`config.mk`:
```
export PLATFORM = sky130hd
export DESIGN_NAME = regfile_multiport_sweep
export DESIGN_NICKNAME = d
export VERILOG_FILES = /design/src/rtl/regfile_multiport_sweep_pkg.sv /design/src/rtl/regfile_sweep_ctrl.sv /design/src/rtl/regfile_multiport_sweep.sv
export SDC_FILE = /design/constraint.sdc
export NUM_CORES = 1
export LEC_CHECK = 0
export BUFFER_PORTS_ARGS = -buffer_cell sky130_fd_sc_hd__buf_2
export CAP_MARGIN = 0
export CORE_MARGIN = 4
export CORE_UTILIZATION = 55
export CTS_CLUSTER_DIAMETER = 60
export DETAILED_ROUTE_END_ITERATION = 8
export PLACE_DENSITY = 0.83
export SLEW_MARGIN = 20
export SYNTH_ARGS = -nofsm -noshare
export SYNTH_HDL_FRONTEND = slang
export SYNTH_HIERARCHICAL = 1
export SYNTH_SLANG_ARGS = --single-unit
```
`constraint.sdc`:
```
create_clock -name clk -period 1.81 [get_ports clk]
set_input_delay 0.362 -clock clk [delete_from_list [all_inputs] [get_ports clk]]
set_output_delay 0.362 -clock clk [all_outputs]
set_load 0.02 [all_outputs]
```
`src/rtl/regfile_multiport_sweep_pkg.sv`:
```
// Shared types and default sizing for the colouring-datapath register file.
package regfile_multiport_sweep_pkg;

  typedef enum logic [1:0] {
    ST_IDLE,
    ST_SWEEP,
    ST_DONE
  } sweep_state_e;

  localparam int COLOR_W     = 8;
  localparam int COLOR_DEPTH = 16;

endpackage

```
`src/rtl/regfile_sweep_ctrl.sv`:
```
// Clear-sweep controller: walks a pointer over every entry and muxes the
// sweep's zero write against the user write port.
module regfile_sweep_ctrl
  import regfile_multiport_sweep_pkg::*;
#(
  parameter  int W     = COLOR_W,
  parameter  int DEPTH = COLOR_DEPTH,
  localparam int AW    = $clog2(DEPTH)
) (
  input  logic          clk,
  input  logic          rst_n,
  input  logic          we,
  input  logic [AW-1:0] waddr,
  input  logic [W-1:0]  wdata,
  input  logic          clr_req,
  output logic          mem_we,
  output logic [AW-1:0] mem_waddr,
  output logic [W-1:0]  mem_wdata,
  output logic          in_idle,
  output logic          clr_busy,
  output logic          clr_done,
  output logic          wr_drop
);

  sweep_state_e  state;
  logic [AW-1:0] ptr;

  always_ff @(posedge clk) begin
    // NOTE: every register here uses <= so all updates see pre-edge values.
    if (!rst_n) begin
      state    <= ST_IDLE;
      ptr      <= '0;
      clr_busy <= 1'b0;
      clr_done <= 1'b0;
      wr_drop  <= 1'b0;
    end else begin
      wr_drop  <= we && (state != ST_IDLE);
      clr_done <= 1'b0;
      case (state)
        ST_IDLE: begin
          if (clr_req) begin
            state    <= ST_SWEEP;
            ptr      <= '0;
            clr_busy <= 1'b1;
          end
        end
        ST_SWEEP: begin
          if (ptr == AW'(DEPTH - 1)) begin
            state    <= ST_DONE;
            clr_busy <= 1'b0;
            clr_done <= 1'b1;
          end else begin
            ptr <= ptr + 1'b1;
          end
        end
        ST_DONE: state <= ST_IDLE;
        default: state <= ST_IDLE;
      endcase
    end
  end

  always_comb begin
    // NOTE: defaults first so no path through the case leaves an output unassigned.
    mem_we    = 1'b0;
    mem_waddr = waddr;
    mem_wdata = wdata;
    in_idle   = 1'b0;
    case (state)
      ST_IDLE: begin
        mem_we  = we;
        in_idle = 1'b1;
      end
      ST_SWEEP: begin
        mem_we    = 1'b1;
        mem_waddr = ptr;
        mem_wdata = '0;
      end
      default: ;
    endcase
  end

endmodule

```
`src/rtl/regfile_multiport_sweep.sv`:
```
// Register file with one write port, NRD combinational read ports, optional
// write bypass, optional hard-zero entry 0, and a hardware clear sweep.
module regfile_multiport_sweep
  import regfile_multiport_sweep_pkg::*;
#(
  parameter  int W       = COLOR_W,
  parameter  int DEPTH   = COLOR_DEPTH,
  parameter  int NRD     = 2,
  parameter  bit BYPASS  = 1'b0,
  parameter  bit ZERO_R0 = 1'b0,
  localparam int AW      = $clog2(DEPTH)
) (
  input  logic              clk,
  input  logic              rst_n,
  input  logic              we,
  input  logic [AW-1:0]     waddr,
  input  logic [W-1:0]      wdata,
  input  logic [NRD*AW-1:0] raddr,
  output logic [NRD*W-1:0]  rdata,
  input  logic              clr_req,
  output logic              clr_busy,
  output logic              clr_done,
  output logic              wr_drop
);

  logic          mem_we;
  logic [AW-1:0] mem_waddr;
  logic [W-1:0]  mem_wdata;
  logic          in_idle;
  logic [W-1:0]  mem [DEPTH];

  regfile_sweep_ctrl #(
    .W     (W),
    .DEPTH (DEPTH)
  ) u_ctrl (
    .clk       (clk),
    .rst_n     (rst_n),
    .we        (we),
    .waddr     (waddr),
    .wdata     (wdata),
    .clr_req   (clr_req),
    .mem_we    (mem_we),
    .mem_waddr (mem_waddr),
    .mem_wdata (mem_wdata),
    .in_idle   (in_idle),
    .clr_busy  (clr_busy),
    .clr_done  (clr_done),
    .wr_drop   (wr_drop)
  );

  for (genvar i = 0; i < DEPTH; i++) begin : g_entry
    if (ZERO_R0 && i == 0) begin : g_hard_zero
      assign mem[i] = '0;
    end else begin : g_flop
      logic [W-1:0] entry_q;
      // NOTE: entries are plain flops, so reset clears them; a RAM macro could not do this.
      always_ff @(posedge clk) begin
        if (!rst_n) begin
          entry_q <= '0;
        end else if (mem_we && mem_waddr == AW'(i)) begin
          entry_q <= mem_wdata;
        end
      end
      assign mem[i] = entry_q;
    end
  end

  for (genvar k = 0; k < NRD; k++) begin : g_read
    logic [AW-1:0] ra;
    logic [W-1:0]  rd;
    assign ra = raddr[k*AW +: AW];

    // Hard-zero takes priority over bypass.
    always_comb begin
      rd = mem[ra];
      if (BYPASS && in_idle && we && (waddr == ra)) begin
        rd = wdata;
      end
      if (ZERO_R0 && (ra == '0)) begin
        rd = '0;
      end
    end

    assign rdata[k*W +: W] = rd;
  end

endmodule

```
==> impl_metrics.ini <==
[layout]
drive_gt1_share_pct = 41.92
final_cell_mix = o21ai_0, dfxtp_1, nand3_1, a21boi_1, mux4_2
final_util_pct = 73.27
num_antenna_cells = 0
nets = 885
fin_cells = 1053
synthToLayoutAreaGrowth_pct = 29.87
layout_commonest_cell = o21ai_0

[status]
violations = DRC, setup timing
status = finished, violations left

[die]
die_h_um = 127.6
ios = 43
start_util_pct = 56.42
core_sq_mm = 0.01393
dieArea_sq_mm = 0.01627
die_w_um = 127.6
fp-row-count = 43

[worst_hold_path]
hold_path.class = in -> reg
worstHoldStart = we
holdPathEnd = u_ctrl/wr_drop$_SDFF_PN0_
holdPathStages = 3

[route]
highest_layer = met4
routedWlPerCell_um = 29.52
routed-wl-met3_um = 4969
dr_wl_met2_um = 13320
drc = 4
num_vias = 8225
wl_met1_um = 9568
drtIter0Drc = 1851
viasPerCell = 7.811
wirelength_um = 31080
firstDrtPassIters = 9
ant_nets = 0

[synth]
synth.distinct_cells = 41
ys_ff_latch = 137
synth_sequential_area_ratio_pct = 34.89
ys_async_sr_fraction_pct = 0
netlist_area_sq_mm = 0.007861
synth_top_flop_cell = dfxtp_1
synth_edf_count = 0
synth_cells = 819
syn_avg_cell_area_sq_um = 9.599
ys.warnings.count = 6
synth_fp_nets = 844

[cts]
clkLatencyLatePin_ps = 440
cts_tree = built
cts_buffer_depth = 2
clk_pin_slew_worst_paths_ps = 60
root_buffer = clkbuf_16
cts.sink_count = 137
cts_htree_levels = 4
cts_made_buffers = 17

[timing]
max_slew_margin_pct = 50.07
hold_viol = 0
fmax_mhz = 463.7
finalWorstSetupSlack_ps = -346.6
drv_slew = 0
skew_ps = 10.26
tightest_slew_ps = 745.5
rsz0062_at_grt = yes
min_period_ps = 2157
setup_violations = 73
finalCritPeriodShare_pct = 119.1

[placed_design]
place_hpwl_um = 14080
pre_cts_ws_ps = -412.0
portBuffers = 42
finalWeightedCongestion = 0.8968
dp_cells = 987

[global_routing]
antenna_found_initial = 0
grt_pass1_wl_um = 41090
grt_use_total_pct = 32.73
grt_pass1_vias = 7448
grt-ovfl-total = 0
grt_start_max_net_pins = 56

[run]
cap_viol_max_count = 0

[setup_path]
worstRegToRegCells = 9
worstPathMaxFanout = 3
r2r_start = u_ctrl/state[0]$_SDFFE_PN0P_
cpPeakStageDelay_ps = 480
path_cells = mux4_2 -> a22oi_2 -> nand2_2 -> buf_6
setup.worst_path.class = reg -> out
required_ps = 1450
slowest_stage = mux4_2
r2r_slack_ps = -110
start_kind = flop
arrival_ps = 1790
r2r_end = g_entry[12].g_flop.entry_q[4]$_SDFFE_PN0P_
end_kind = output pin

[power]
leakagePower_nw = 3.475
power.density_mw_per_mm2 = 789.3
peakVddDrop_v = 0.0005693
## per-layer routing
layer | vias to the layer above | global-route usage (%)
met3 | 362 | 9.657
met1 | 3798 | 41.22
met2 | 905 | 50.63
met5 | - | 0
li1 | 3160 | -
met4 | 0 | 17.92
## synthesized netlist by cell type (11+ instances only)
| cell | number | area share, % |
|---|---|---|
| nand3_1 | 131 | 8.3 |
| clkbuf_1 | 65 | 3.1 |
| o21ai_0 | 133 | 8.5 |
| a22oi_1 | 32 | 3.1 |
| mux4_2 | 26 | 7.4 |
| a21boi_1 | 46 | 4.4 |
| mux4_1 | 38 | 13 |
| buf_2 | 29 | 1.8 |
| a21boi_0 | 82 | 7.8 |
| dfxtp_1 | 137 | 35 |
| nand2_1 | 31 | 1.5 |
| and2_1 | 11 | 0.88 |
## layout make-up
type                       instances  area, sq um
tap                              180        225.2
multi-input combinational        574         5015
clock buffer                      21        470.5
timing repair buffer             129         1593
sequential                       137         2781
fill                             852         3725
clock inverter                    11        121.4
inverter                           1        3.754
## worst max-delay path by stage
stage	start	end	slack [ps]	cells after the start
after CTS	g_entry[11].g_flop.entry_q[5]$_SDFFE_PN0P_	rdata[13]	-280	4
after global routing	g_entry[0].g_flop.entry_q[1]$_SDFFE_PN0P_	rdata[9]	-390	4
after detailed placement	raddr[4]	rdata[8]	-410	6
final	g_entry[3].g_flop.entry_q[1]$_SDFFE_PN0P_	rdata[9]	-350	4
after floorplan	raddr[0]	rdata[4]	-10	5
after global placement	raddr[0]	rdata[0]	-370	6
## per-stage QoR
| stage | setup TNS, ps | area [sq um] | power (mW) | hold WS, ps |
|---|---|---|---|---|
| detailed placement | -5564 | 8486 | 4.175 | 471.5 |
| global route | -9786 | 10210 | 8.195 | 186.5 |
| global placement | -4958 | 8486 | 4.160 | 467.0 |
| finish | -6074 | 10210 | 8.059 | 176.0 |
| floorplan | -66.95 | 7908 | 3.787 | 456.0 |
| CTS | -3680 | 9590 | 7.744 | 164.6 |
## report_power, final
part | switching (mW) | total (mW) | internal (mW)
sequential | 0.0413 | 3.11 | 3.06
combinational | 0.876 | 1.46 | 0.583
clock | 1.37 | 3.49 | 2.13
## repair_timing
item                                   in CTS  in global routing
gates resized for setup                   131                166
gates cloned                                8                 10
buffers inserted                           13                  6
pin swaps                                  34                 55
hold buffers                                0                  0
endpoints found under the hold margin       0                  0
setup endpoints to repair                  44                144
## critical path: cells and delay by family, from the launching register on
family / cells / cell delay, ps
mux: 1 / 480
flops: 1 / 340
compound gates: 1 / 310
buf+inv: 1 / 140
simple gates: 1 / 90
## cell families after synthesis
| logic type | share of synthesized area (%) |
|---|---|
| flip-flops | 34.89 |
| AO/OA/AOI/OAI | 24.34 |
| AND/OR/NAND/NOR | 13.54 |
| buffers and inverters | 6.923 |
| multiplexers | 20.15 |
| adder cells (fa/ha/maj) | 0.1591 |
## flip-flops by register name (all words and copies together) (netlist names)
signal	count
g_entry.g_flop.entry_q	128
u_ctrl/wr_drop	1
u_ctrl/ptr	4
u_ctrl/clr_done	1
u_ctrl/clr_busy	1
u_ctrl/state	2
Power figures use the tool's default switching activity.
